`src/rtl/serial_console_port.sv`:
```
// Serial console port: byte-wide device endpoint for the processor's serial IO.
// Holds two independent first-word-fall-through byte FIFOs: TX carries bytes
// from the CPU to the host stream, RX carries bytes from the host to the CPU.
// All outputs are decoded from registered state only.
module serial_console_port #(
  parameter int DEPTH  = 8,
  parameter int ADDR_W = 3
) (
  input  logic              clock,
  input  logic              reset,
  input  logic [7:0]        cpu_wdata,
  input  logic              cpu_wren,
  input  logic              cpu_rden,
  output logic [7:0]        cpu_rdata,
  output logic              cpu_rvalid,
  output logic              cpu_wready,
  output logic [7:0]        host_tx_data,
  output logic              host_tx_valid,
  input  logic              host_tx_ready,
  input  logic [7:0]        host_rx_data,
  input  logic              host_rx_valid,
  output logic              host_rx_ready,
  input  logic              flag_clear,
  output logic [ADDR_W:0]   tx_count,
  output logic [ADDR_W:0]   rx_count,
  output logic              tx_overflow,
  output logic              rx_underflow
);

  localparam logic [ADDR_W:0] FULL_COUNT = (ADDR_W + 1)'(DEPTH);
  localparam logic [ADDR_W:0] COUNT_ONE  = (ADDR_W + 1)'(1);
  localparam logic [ADDR_W-1:0] PTR_ONE  = ADDR_W'(1);

  // Byte storage; deliberately not reset, only the pointers/counts are.
  logic [7:0] tx_mem_q [DEPTH];
  logic [7:0] rx_mem_q [DEPTH];

  logic [ADDR_W-1:0] tx_wr_ptr_q, tx_wr_ptr_d, tx_rd_ptr_q, tx_rd_ptr_d;
  logic [ADDR_W-1:0] rx_wr_ptr_q, rx_wr_ptr_d, rx_rd_ptr_q, rx_rd_ptr_d;
  logic [ADDR_W:0]   tx_count_q, tx_count_d;
  logic [ADDR_W:0]   rx_count_q, rx_count_d;
  logic              tx_overflow_q, tx_overflow_d;
  logic              rx_underflow_q, rx_underflow_d;

  logic tx_push, tx_pop, rx_push, rx_pop;

  // Handshake decode from registered occupancy, so no input reaches an output.
  always_comb begin
    cpu_wready    = (tx_count_q != FULL_COUNT);
    host_tx_valid = (tx_count_q != '0);
    host_rx_ready = (rx_count_q != FULL_COUNT);
    cpu_rvalid    = (rx_count_q != '0);
    host_tx_data  = host_tx_valid ? tx_mem_q[tx_rd_ptr_q] : 8'h00;
    cpu_rdata     = cpu_rvalid ? rx_mem_q[rx_rd_ptr_q] : 8'h00;
    tx_count      = tx_count_q;
    rx_count      = rx_count_q;
    tx_overflow   = tx_overflow_q;
    rx_underflow  = rx_underflow_q;
    tx_push       = cpu_wren && cpu_wready;
    tx_pop        = host_tx_valid && host_tx_ready;
    rx_push       = host_rx_valid && host_rx_ready;
    rx_pop        = cpu_rden && cpu_rvalid;
  end

  // Next-state: pointer advance (wraps naturally), occupancy and sticky flags.
  always_comb begin
    tx_wr_ptr_d = tx_push ? tx_wr_ptr_q + PTR_ONE : tx_wr_ptr_q;
    tx_rd_ptr_d = tx_pop  ? tx_rd_ptr_q + PTR_ONE : tx_rd_ptr_q;
    rx_wr_ptr_d = rx_push ? rx_wr_ptr_q + PTR_ONE : rx_wr_ptr_q;
    rx_rd_ptr_d = rx_pop  ? rx_rd_ptr_q + PTR_ONE : rx_rd_ptr_q;

    tx_count_d = tx_count_q;
    case ({tx_push, tx_pop})
      2'b10:   tx_count_d = tx_count_q + COUNT_ONE;
      2'b01:   tx_count_d = tx_count_q - COUNT_ONE;
      default: tx_count_d = tx_count_q;
    endcase

    rx_count_d = rx_count_q;
    case ({rx_push, rx_pop})
      2'b10:   rx_count_d = rx_count_q + COUNT_ONE;
      2'b01:   rx_count_d = rx_count_q - COUNT_ONE;
      default: rx_count_d = rx_count_q;
    endcase

    // A new error event beats a clear arriving in the same cycle.
    tx_overflow_d = tx_overflow_q;
    if (cpu_wren && !cpu_wready) tx_overflow_d = 1'b1;
    else if (flag_clear)         tx_overflow_d = 1'b0;

    rx_underflow_d = rx_underflow_q;
    if (cpu_rden && !cpu_rvalid) rx_underflow_d = 1'b1;
    else if (flag_clear)         rx_underflow_d = 1'b0;
  end

  // Control state registers with synchronous reset.
  always_ff @(posedge clock) begin
    if (reset) begin
      tx_wr_ptr_q    <= '0;
      tx_rd_ptr_q    <= '0;
      rx_wr_ptr_q    <= '0;
      rx_rd_ptr_q    <= '0;
      tx_count_q     <= '0;
      rx_count_q     <= '0;
      tx_overflow_q  <= 1'b0;
      rx_underflow_q <= 1'b0;
    end else begin
      tx_wr_ptr_q    <= tx_wr_ptr_d;
      tx_rd_ptr_q    <= tx_rd_ptr_d;
      rx_wr_ptr_q    <= rx_wr_ptr_d;
      rx_rd_ptr_q    <= rx_rd_ptr_d;
      tx_count_q     <= tx_count_d;
      rx_count_q     <= rx_count_d;
      tx_overflow_q  <= tx_overflow_d;
      rx_underflow_q <= rx_underflow_d;
    end
  end

  // Storage writes; suppressed during reset so strobes there have no effect.
  always_ff @(posedge clock) begin
    if (!reset && tx_push) tx_mem_q[tx_wr_ptr_q] <= cpu_wdata;
    if (!reset && rx_push) rx_mem_q[rx_wr_ptr_q] <= host_rx_data;
  end

endmodule

```
`config.mk`:
```
export PLATFORM = sky130hd
export DESIGN_NAME = serial_console_port
export DESIGN_NICKNAME = d
export VERILOG_FILES = /design/src/rtl/serial_console_port.sv
export SDC_FILE = /design/constraint.sdc
export NUM_CORES = 1
export LEC_CHECK = 0
export CAP_MARGIN = 20
export CORE_ASPECT_RATIO = 0.6
export CORE_MARGIN = 3
export CORE_UTILIZATION = 35
export DETAILED_ROUTE_END_ITERATION = 12
export HOLD_SLACK_MARGIN = 0.05
export MAX_ROUTING_LAYER = met4
export PLACE_DENSITY = 0.57
export SLEW_MARGIN = 10
export SYNTH_ARGS = -nofsm -noshare
export SYNTH_HDL_FRONTEND = slang
export SYNTH_SLANG_ARGS = --single-unit
```
`constraint.sdc`:
```
create_clock -name clock -period 2.4 [get_ports clock]
set_input_delay 0.48 -clock clock [delete_from_list [all_inputs] [get_ports clock]]
set_output_delay 0.48 -clock clock [all_outputs]
set_load 0.005 [all_outputs]
```
# [Word level (Yosys, flattened, before mapping)]
# Memory sizes are Yosys's and may differ from the RTL's. A register that Yosys moved wholly into a read port is not among the register bits.
# Cells that the tools add are included.
# Widths: inputs -> output; s select.
[word_totals] register_bits=22 ram_bits=128 wordCells=56 mem_count=2
[op_classes] add_sub_neg=8 eq_ne=6 n_mux=15 n_reduce_logical=17
[mem_list] memory="rx_mem_q" depth=8 word_bits=8 read_ports=1 rd_clocked_by_memory_dff=1 wr=1 line_no="36" text="logic [7:0] rx_mem_q [DEPTH];"
[mem_list] memory="tx_mem_q" depth=8 word_bits=8 read_ports=1 rd_clocked_by_memory_dff=1 wr=1 line_no="35" text="logic [7:0] tx_mem_q [DEPTH];"
[op_table] cell="$mux 8" n=2
[op_table] cell="$pmux 4 s2" n=2
[op_table] cell="$add 3x1->3 const B" n=4
[op_table] cell="$mux 3" n=4
[op_table] cell="$add 4x1->4 const B" n=2
[op_table] cell="$logic_and 1x1->1" n=8
[op_table] cell="$ne 4x4->1 const B" n=2
[op_table] cell="$reduce_bool 2->1" n=4
[op_table] cell="$reduce_bool 4->1" n=2
[op_table] cell="$sub 4x1->4 const B" n=2
[op_table] cell="$mux 1" n=7
[op_table] cell="$eq 2x1->1 const B" n=2
[op_table] cell="$eq 2x2->1 const B" n=2
[op_table] cell="$logic_not 1->1" n=3

# [Depth between registers and ports, before layout]
# Gate-level depths: netlist of the first run.
[logic_depth] depth_word=5 ltp_mapped=12 mapped_depth_nobuf=10

# [Least setup slack after synthesis of the first run]
# OpenSTA, ideal clock, no wires.
[synth_timing] path_kind="flip-flop to flip-flop" from="register rx_count_q[1] (netlist: rx_count[1])" to="register rx_count_q[3] (netlist: rx_count[3])" setup_time_ns=0.121 t_arrival_ns=2.513 required_time_ns=2.279 slack_ns=-0.234 stages_incl_launch_ff=10 n_path_buf=2 synth_period_minus_slack_ns=2.634 path_cell_list="dfxtp_1 buf_2 nor4_4 inv_2 and2_4 buf_6 ha_1 or3_2 o32ai_1 mux2_2"
[synth_via] elab_chain_cells=4 elab_cells_between_ends=10 cone_classes="2 x add/sub; 3 x eq/ne; 1 x mux; 4 x reduce/logical"
[synth_lines] item="start, declared" line_no="41" text="logic [ADDR_W:0] rx_count_q, rx_count_d;"
[synth_lines] item="start signal, assigned" line_no="113" text="rx_count_q <= rx_count_d;"
[synth_lines] item="$reduce_bool 4->1 *" line_no="52" text="cpu_rvalid = (rx_count_q != '0);"
[synth_lines] item="net cpu_rvalid" line_no="15" text="output logic cpu_rvalid,"
[synth_lines] item="$logic_and 1x1->1 *" line_no="62" text="rx_pop = cpu_rden && cpu_rvalid;"
[synth_lines] item="net rx_pop" line_no="45" text="logic tx_push, tx_pop, rx_push, rx_pop;"
[synth_lines] item="$eq 2x1->1 / $eq 2x2->1 (equally long branches)" line_no="80" text="case ({rx_push, rx_pop})"
[synth_lines] item="$pmux 4 s2 / $reduce_bool 2->1 (equally long branches)"
# Mark *: on every way through the listed nets, which the timed path passes. The rest lies on a longest branch.
# A chain may end at the register's enable or synchronous reset.

==> results of run 1 <==
==> worst max-delay path: stages, from the launching register on <==
cell and delay, ns:
dfxtp_4 0.39, buf_12 0.14, buf_4 0.11, mux4_2 0.49, mux2i_2 0.18, nor2_1 0.06
buf_2 0.13
==> logic make-up (layout without fill, tap and decap cells) <==
logic type | count (synthesis) | after routing | share of synthesized area
AO/OA/AOI/OAI | 16 | 16 | 0.0149
XOR/XNOR | 14 | 14 | 0.0218
adder cells (fa/ha/maj) | 10 | 10 | 0.0198
buffers and inverters | 23 | 143 | 0.0196
flip-flops | 156 | 156 | 0.698
multiplexers | 54 | 54 | 0.149
AND/OR/NAND/NOR | 94 | 94 | 0.0765
==> cells in the mapped netlist <==
cell and n:
buf_2 6, buf_6 3, nor3_1 7, dfxtp_1 28
and2_4 2, a31oi_1 1, xnor2_2 2, inv_1 2
clkbuf_1 3, inv_2 2, edfxtp_1 128, and2b_2 1
mux2_2 2, nor4b_1 1, a21oi_1 8, nor2_1 49
or4b_1 2, o22ai_1 1, or3_2 2, nor4_4 2
xor2_1 12, a32o_1 1, buf_4 2, nand2b_1 1
ha_1 10, or3_1 2, nand3_1 8, buf_1 5
nor3b_1 1, o32ai_1 1, o21ai_0 3, nand2_2 2
nand3b_1 2, mux2i_1 20, nand2_1 7, nor4_1 1
a22oi_1 1, mux4_2 32, nor2b_1 4
==> cells in the final DEF, fill, tap and decap left out, types with 8 or more instances in the layout <==
cell,instances
clkdlybuf4s50_1,34
dfxtp_1,21
clkbuf_16,17
xor2_1,12
buf_4,44
mux4_2,32
mux2i_1,18
nand3_1,8
nor2_1,49
buf_2,13
edfxtp_1,128
==> flip-flops by register name, indices dropped and copies added (netlist names), named ones only <==
name / count
rx_wr_ptr_q: 3
rx_count: 4
tx_overflow: 1
tx_rd_ptr_q: 3
tx_wr_ptr_q: 3
rx_mem_q: 64
rx_rd_ptr_q: 3
rx_underflow: 1
tx_count: 4
tx_mem_q: 64
==> metal layers <==
layer | part of all wire | up-vias
li1 | - | 1633
met3 | 0.043 | 9
met4 | 0.0093 | 0
met1 | 0.50 | 1775
met5 | 0 | -
met2 | 0.44 | 54
==> per-stage QoR <==
| step | hold slack, ns | total power, mW | utilization | setup TNS, ns |
|---|---|---|---|---|
| detailed placement | 0.492 | 5.82 | 0.429 | -0.0540 |
| finish | 0.493 | 8.24 | 0.467 | -0.00640 |
| floorplan | 0.479 | 4.71 | - | -0.0171 |
| CTS | 0.507 | 8.36 | 0.467 | -0.0681 |
| global placement | 0.476 | 5.80 | 0.429 | -0.0315 |
| global route | 0.542 | 8.68 | 0.467 | -0.460 |
==> final cells by class <==
class                   instances  area (µm²)  share of cell area
inverters                       4        15.0             0.00185
well taps                     234         293              0.0360
flip-flops and latches        156        4420               0.544
repair buffers                108         987               0.121
clock buffers                  19         433              0.0533
clock inverters                12         101              0.0125
multi-input cells             188        1880               0.231
==> worst paths after layout <==
| check | startpoint | end | cells past startpoint | slack [ns] |
|---|---|---|---|---|
| hold / removal | tx_overflow | tx_overflow | 2 | 0.49 |
| setup reg to reg | rx_count[2] | rx_count[3] | 7 | 0.09 |
| setup / recovery | register | host_tx_data[0] | 6 | -0.006 |
| hold reg to reg | tx_overflow | tx_overflow | 2 | 0.49 |
==> report_power, final <==
part	leakage, nW	switching [mW]	internal (mW)
Sequential	1.39	0.167	3.12
Clock	0.252	1.03	1.41
Combinational	1.14	1.12	1.40
==> repair_timing <==
action	CTS	global route
pin swaps	7	6
setup buffers	9	0
endpoints found under the setup margin	18	14
resized for setup	80	5
gates cloned	2	0
==> results.toml, run 1 <==
[clocking]
cts_buffers = 17
hold_buffers = 0
clkLatencyLatePin_ns = 0.42
clock_path_buffers = 2
cts_htree_levels = 4
cts-root-buf = "clkbuf_16"
clk_pin_slew_worst_paths_ns = 0.06
tritoncts = "done"
cts_sinks = 156

[placed_design]
dpl.cell_count = 679
post-place-ws_ns = -0.0463
post_dp_cell_area_um2 = 7480
gp_congestion = 0.781
portBuffers = 52
place_hpwl_mm = 9.08

[setup_path]
worstPathArrival_ns = 1.93
path_class = "reg2out"
cp-end-kind = "output port"
startpoint_type = "register"
critPathMaxFanout = 5
required_ns = 1.92

[finish]
layout.cells.non_filler = 721
synthToLayoutAreaGrowth_pct = 28.8
drive_gt1_frac = 0.337
post-route-cell-area_um2 = 8130
num-fill-cells = 1535
finish.net_count = 508
num_antenna_cells = 0

[global_routing]
use_met1 = 0.212
gr-max-usage-layer = "met2"
grt_pass1_vias = 3651
grt-ovfl-total = 0
track_usage = 0.150
antenna_found_initial = 0
grt_max_degree = 18
grt_use_met2 = 0.214
grt_pass1_wl_mm = 20.7
use_met3 = 0.0428

[pwr]
ir_drop_uv = 428
p_per_area_nw_per_um2 = 1010
power_leakage_nw = 2.78

[drt]
dr_total_vias = 3471
routed_wl_mm = 13.4
wl_per_cell_um = 18.5
viasPerCell = 4.81
drt_iter0_markers = 241
remaining_drc_errors = 0
firstDrtPassIters = 4
postRouteAntennaNets = 0

[synthesis]
synth_nets = 400
synth.area.top_cells = "edfxtp_1, mux4_2, dfxtp_1, mux2i_1, nor2_1"
synth_cell_types = 39
synth_top_area_frac = 0.609
ys_seq_area_frac = 0.698
synth_seq_cells = 156
synth_top_cell_by_area = "edfxtp_1"
synth_area_per_cell_um2 = 17.2
netlist_area_um2 = 6310
syn_inst = 367
ys_warn_count = 0

[sta]
slew_headroom = 0.776
rsz0062_at_grt = "yes"
tightest_slew_ns = 0.333
timing.final.crit_period_ns = 2.41
fin_ws_ns = -0.00640
worst_clock_skew_ns = 0.00699
fin_crit_sh = 1.00
hold_viol = 0
setup_violations = 1
slew_viol_final = 0
max_freq_mhz = 416

[die]
die_area_um2 = 19700
core_area_um2 = 17400
die_w_um = 179
initial_core_util = 0.363
die_h_um = 110
rows = 37
io_pins = 53

[worst_hold_path]
min_path_type = "reg2reg"

[run]
cap_violations = 0

[run_status]
violations = "setup timing"
outcome = "finished with violations"
(Power assumes the default switching activity.)
==> run 2, diff against run 1 <==
CORE_ASPECT_RATIO = not set   (was 0.6)
CORE_MARGIN = 2   (was 3)
==> run 2 against run 1 <==
The flow still finishes with violations (setup timing). Cell area grew 1.4%. First-iteration DRC count decreased by 31%. Register-to-register slack gained 0.03 ns. Clock skew is 0.00097 ns higher. Via count grew 0.66%. Routed wire length decreased by 7.1%.
==> results.toml, run 2 (synthesis gave the netlist of run 1 again) <==
[placed_design]
dpl.cell_count = 672
place_hpwl_mm = 7.80
gp_congestion = 0.799
portBuffers = 52
post_dp_cell_area_um2 = 7450

[drt]
wl_met2_mm = 6.52
viasPerCell = 4.81
highest_layer = "met4"
postRouteAntennaNets = 0
routed_wl_mm = 12.4
drt_iter0_markers = 166
firstDrtPassIters = 5
drt-met1-wl_mm = 5.24
dr_total_vias = 3494
wl_met3_um = 439
wl_per_cell_um = 17.1
remaining_drc_errors = 0

[clocking]
cts_buffers = 17
cts_htree_levels = 4
clock_path_buffers = 2
clkLatencyLatePin_ns = 0.42
clk_pin_slew_worst_paths_ns = 0.06
tritoncts = "done"
cts-root-buf = "clkbuf_16"
cts_sinks = 156

[global_routing]
antenna_found_initial = 0
track_usage = 0.140
grt_pass1_vias = 3643
grt_pass1_wl_mm = 19.5
grt-ovfl-total = 0
grt_max_degree = 19

[run_status]
violations = "setup timing"
outcome = "finished with violations"

[sta]
hold_viol = 0
slew_viol_final = 0
whs_ns = 0.483
max_freq_mhz = 414
timing.final.crit_period_ns = 2.42
rsz0062_at_grt = "yes"
worst_clock_skew_ns = 0.00796
slew_headroom = 0.770
tns_ns = -0.0302
setup_violations = 3
fin_crit_sh = 1.01
fin_ws_ns = -0.0183
tightest_slew_ns = 0.344

[setup_path]
critPathMaxFanout = 6
reg2reg_depth = 7
cp-end-kind = "output port"
crit_family = "multiplexers"
crit_chain = "buf_12 > buf_12 > buf_6 > mux4_2 > mux2i_1 > nor2_1 > buf_2"
crit_buf_inv = 4
cp_slowest_cell = "mux4_2"
worstPathArrival_ns = 1.94
path_class = "reg2out"
startpoint_type = "register"
cp.depth = 7
crit_top_cell = "buf_12"
required_ns = 1.92
cpPeakStageDelay_ns = 0.48

[finish]
post-route-cell-area_um2 = 8240
num-fill-cells = 1559
num_antenna_cells = 0
multi_input_area_um2 = 1870
layout.cells.non_filler = 727
finish.net_count = 520
seqCellArea_um2 = 4420
mostFrequentLayoutCell = "edfxtp_1"
drive_gt1_frac = 0.345
mostFrequentLayoutCells = "edfxtp_1, buf_4, nor2_1"
synthToLayoutAreaGrowth_pct = 30.6
reg_top3 = "rx_mem_q: 64 flops, tx_mem_q: 64 flops"

[die]
rows = 49
die_area_um2 = 19100
die_w_um = 138
die_h_um = 138
io_pins = 53
core_area_um2 = 17800
initial_core_util = 0.354

[run]
cap_violations = 0

[pwr]
power_leakage_nw = 2.85
p_per_area_nw_per_um2 = 1020
ir_drop_uv = 538

[worst_hold_path]
min_path_type = "reg2reg"
hold_path_depth = 2
-- run 2: cell count changes in the layout (fill, tap and decap cells not counted), moves of 3 or more --
cell	previous run	this run
buf_2	13	10
buf_6	4	9
buf_4	44	50
clkinv_2	4	1
clkbuf_2	2	5
-- run 2: power breakdown --
group / internal, mW / switching (mW)
combinational: 1.50 / 1.14
sequential: 3.12 / 0.139
clock: 1.51 / 0.985
-- run 2: tightest hold or removal path, delay by kind of cell (launching register included) --
kind	cells	cell delay, ns
AO/OA/AOI/OAI	1	0.06
flip-flops	1	0.32
AND/OR/NAND/NOR	1	0.07
-- run 2: metrics by stage --
stage / total power, mW / util / setup slack (ns)
final: 8.40 / 0.462 / -0.0183
after global routing: 8.85 / 0.462 / -0.117
after CTS: 8.55 / 0.463 / -0.132
after detailed placement: 5.80 / 0.417 / -0.0209
after global placement: 5.76 / 0.417 / -0.0166
after floorplan: 4.71 / - / -0.0171
-- run 2: final cells by class --
cell class | count | area share
inverter | 4 | 0.00182
sequential | 156 | 0.536
timing repair buffer | 120 | 0.133
clock buffer | 19 | 0.0525
multi-input combinational | 188 | 0.226
clock inverter | 11 | 0.0149
tap | 229 | 0.0348
-- run 2: worst paths after layout --
path | startpoint | endpoint | slack, ns
setup / recovery | register | host_tx_data[2] | -0.02
hold reg to reg | tx_overflow | tx_overflow | 0.48
setup reg to reg | rx_count[2] | rx_count[3] | 0.12
hold / removal | tx_overflow | tx_overflow | 0.48
-- run 2: routing by layer --
layer  vias up  track usage
met1      1742        0.162
met2        78        0.236
li1       1655            -
met4         0       0.0542
met3        19       0.0360
met5         -            -
-- run 2: timing repair --
item,4_1_cts,5_1_grt
resized for setup,65,18
pin swaps,6,10
endpoints found under the setup margin,18,16
cloned,2,0
endpoints found under the hold margin,0,0
setup buffers,22,2
hold buffers,0,0
==> run 3, diff against run 2 <==
SKIP_CTS_REPAIR_TIMING = 1   (was not set)
==> run 3 against run 2 <==
The run still ends with setup timing left. Highest routed layer unchanged. Combinational power shrank 2%. Total power fell by 0.58%. Sequential power hardly changed. Cell count shrank 0.83%.
==> results.toml, run 3 (synthesis gave the netlist of run 1 again) <==
[run_status]
outcome = "finished with violations"
violations = "setup timing"

[die]
core_area_um2 = 17800
die_w_um = 138
rows = 49
die_h_um = 138
die_area_um2 = 19100
initial_core_util = 0.354
io_pins = 53

[finish]
drive_gt1_frac = 0.313
synthToLayoutAreaGrowth_pct = 30.5
mostFrequentLayoutCells = "edfxtp_1, buf_4, nor2_1"
num_antenna_cells = 0
seqCellArea_um2 = 4420
mostFrequentLayoutCell = "edfxtp_1"
finish.net_count = 514
num-fill-cells = 1565
multi_input_area_um2 = 1860
layout.cells.non_filler = 721
reg_top3 = "rx_mem_q: 64 flops, tx_mem_q: 64 flops"

[sta]
worst_clock_skew_ns = 0.00752
fin_crit_sh = 1.03
fin_ws_ns = -0.0689
timing.final.crit_period_ns = 2.47
rsz0062_at_grt = "yes"
slew_viol_final = 0
tightest_slew_ns = 0.344
slew_headroom = 0.771
setup_violations = 3
max_freq_mhz = 405
hold_viol = 0

[pwr]
ir_drop_uv = 537
power_leakage_nw = 2.98
p_per_area_nw_per_um2 = 1010
p_total_mw = 8.35

[placed_design]
place_hpwl_mm = 7.80
portBuffers = 52
post-place-ws_ns = -0.0209
gp_congestion = 0.799
dpl.cell_count = 672

[drt]
firstDrtPassIters = 4
routed_wl_mm = 12.4
drt_iter0_markers = 157
viasPerCell = 4.78
remaining_drc_errors = 0
dr_total_vias = 3446
postRouteAntennaNets = 0
wl_per_cell_um = 17.2

[setup_path]
worstPathArrival_ns = 1.99
reg2reg_depth = 7
cp_slowest_cell = "mux4_2"
path_class = "reg2out"
rrSetupSlack_ns = 0.12
cp-end-kind = "output port"
cpPeakStageDelay_ns = 0.47
critPathMaxFanout = 7
crit_top_cell = "buf_4"
rr_endpoint = "rx_count[3]"
r2r_start = "rx_count[2]"
required_ns = 1.92
startpoint_type = "register"
crit_chain = "clkbuf_16 > buf_4 > buf_4 > mux4_2 > mux2i_1 > nor2_1 > clkbuf_2"

[global_routing]
antenna_found_initial = 0
grt_pass1_vias = 3538
grt-ovfl-total = 0
grt_pass1_wl_mm = 19.1
track_usage = 0.137
grt_max_degree = 19

[clocking]
cts_sinks = 156
cts_buffers = 17
clkLatencyLatePin_ns = 0.42
cts_htree_levels = 4
tritoncts = "done"
cts-root-buf = "clkbuf_16"
clk_pin_slew_worst_paths_ns = 0.06
clock_path_buffers = 2

[worst_hold_path]
holdPathEnd = "tx_overflow"
min_path_type = "reg2reg"
hold_start = "tx_overflow"
hold_path_depth = 2

[run]
cap_violations = 0
[run 3: cell count changes in the layout (fill, tap and decap cells not counted), moves of 2 or more]
cell	change
buf_2	-10
buf_12	-3
dlymetal6s2s_1	+13
buf_4	+3
clkbuf_16	+2
buf_6	-7
[run 3: layout make-up]
type	count	share of cell area
flip-flops and latches	156	0.537
well taps	229	0.0348
clock inverters	11	0.0149
clock buffers	19	0.0526
inverters	4	0.00182
multi-input cells	188	0.226
repair buffers	114	0.133
[run 3: worst max-delay path by stage]
stage / slack, ns / endpoint / cells after the start
after floorplan: -0.02 / rx_count[3] / 8
after global placement: -0.02 / rx_count[3] / 6
after detailed placement: -0.02 / rx_count[3] / 6
after CTS: -0.30 / cpu_rdata[0] / 5
after global routing: -0.16 / host_tx_data[2] / 7
final: -0.07 / cpu_rdata[0] / 7
[run 3: critical path, delay by kind of cell (launching register included)]
family        cells  cell delay, ns
simple gates      1            0.08
flops             1            0.38
mux               2            0.62
buf+inv           4            0.49
[run 3: where the power goes]
part	switching, mW	internal, mW
clock network	0.989	1.51
logic	1.10	1.48
registers	0.140	3.12
[run 3: per-stage QoR]
stage	hold slack, ns	TNS, ns	util	cell area (µm²)
after floorplan	0.479	-0.0171	-	6400
after global placement	0.469	-0.0166	0.417	7450
after detailed placement	0.476	-0.0239	0.417	7450
after CTS	0.490	-4.48	0.449	8000
after global routing	0.538	-0.862	0.462	8240
final	0.483	-0.162	0.462	8240
[run 3: layer usage]
metal  wire length, µm  up-vias  GRT usage
met1              5230     1718      0.158
met5                 0        -          -
met4               220        0     0.0542
li1                  -     1641          -
met3               438       19     0.0353
met2              6490       68      0.229
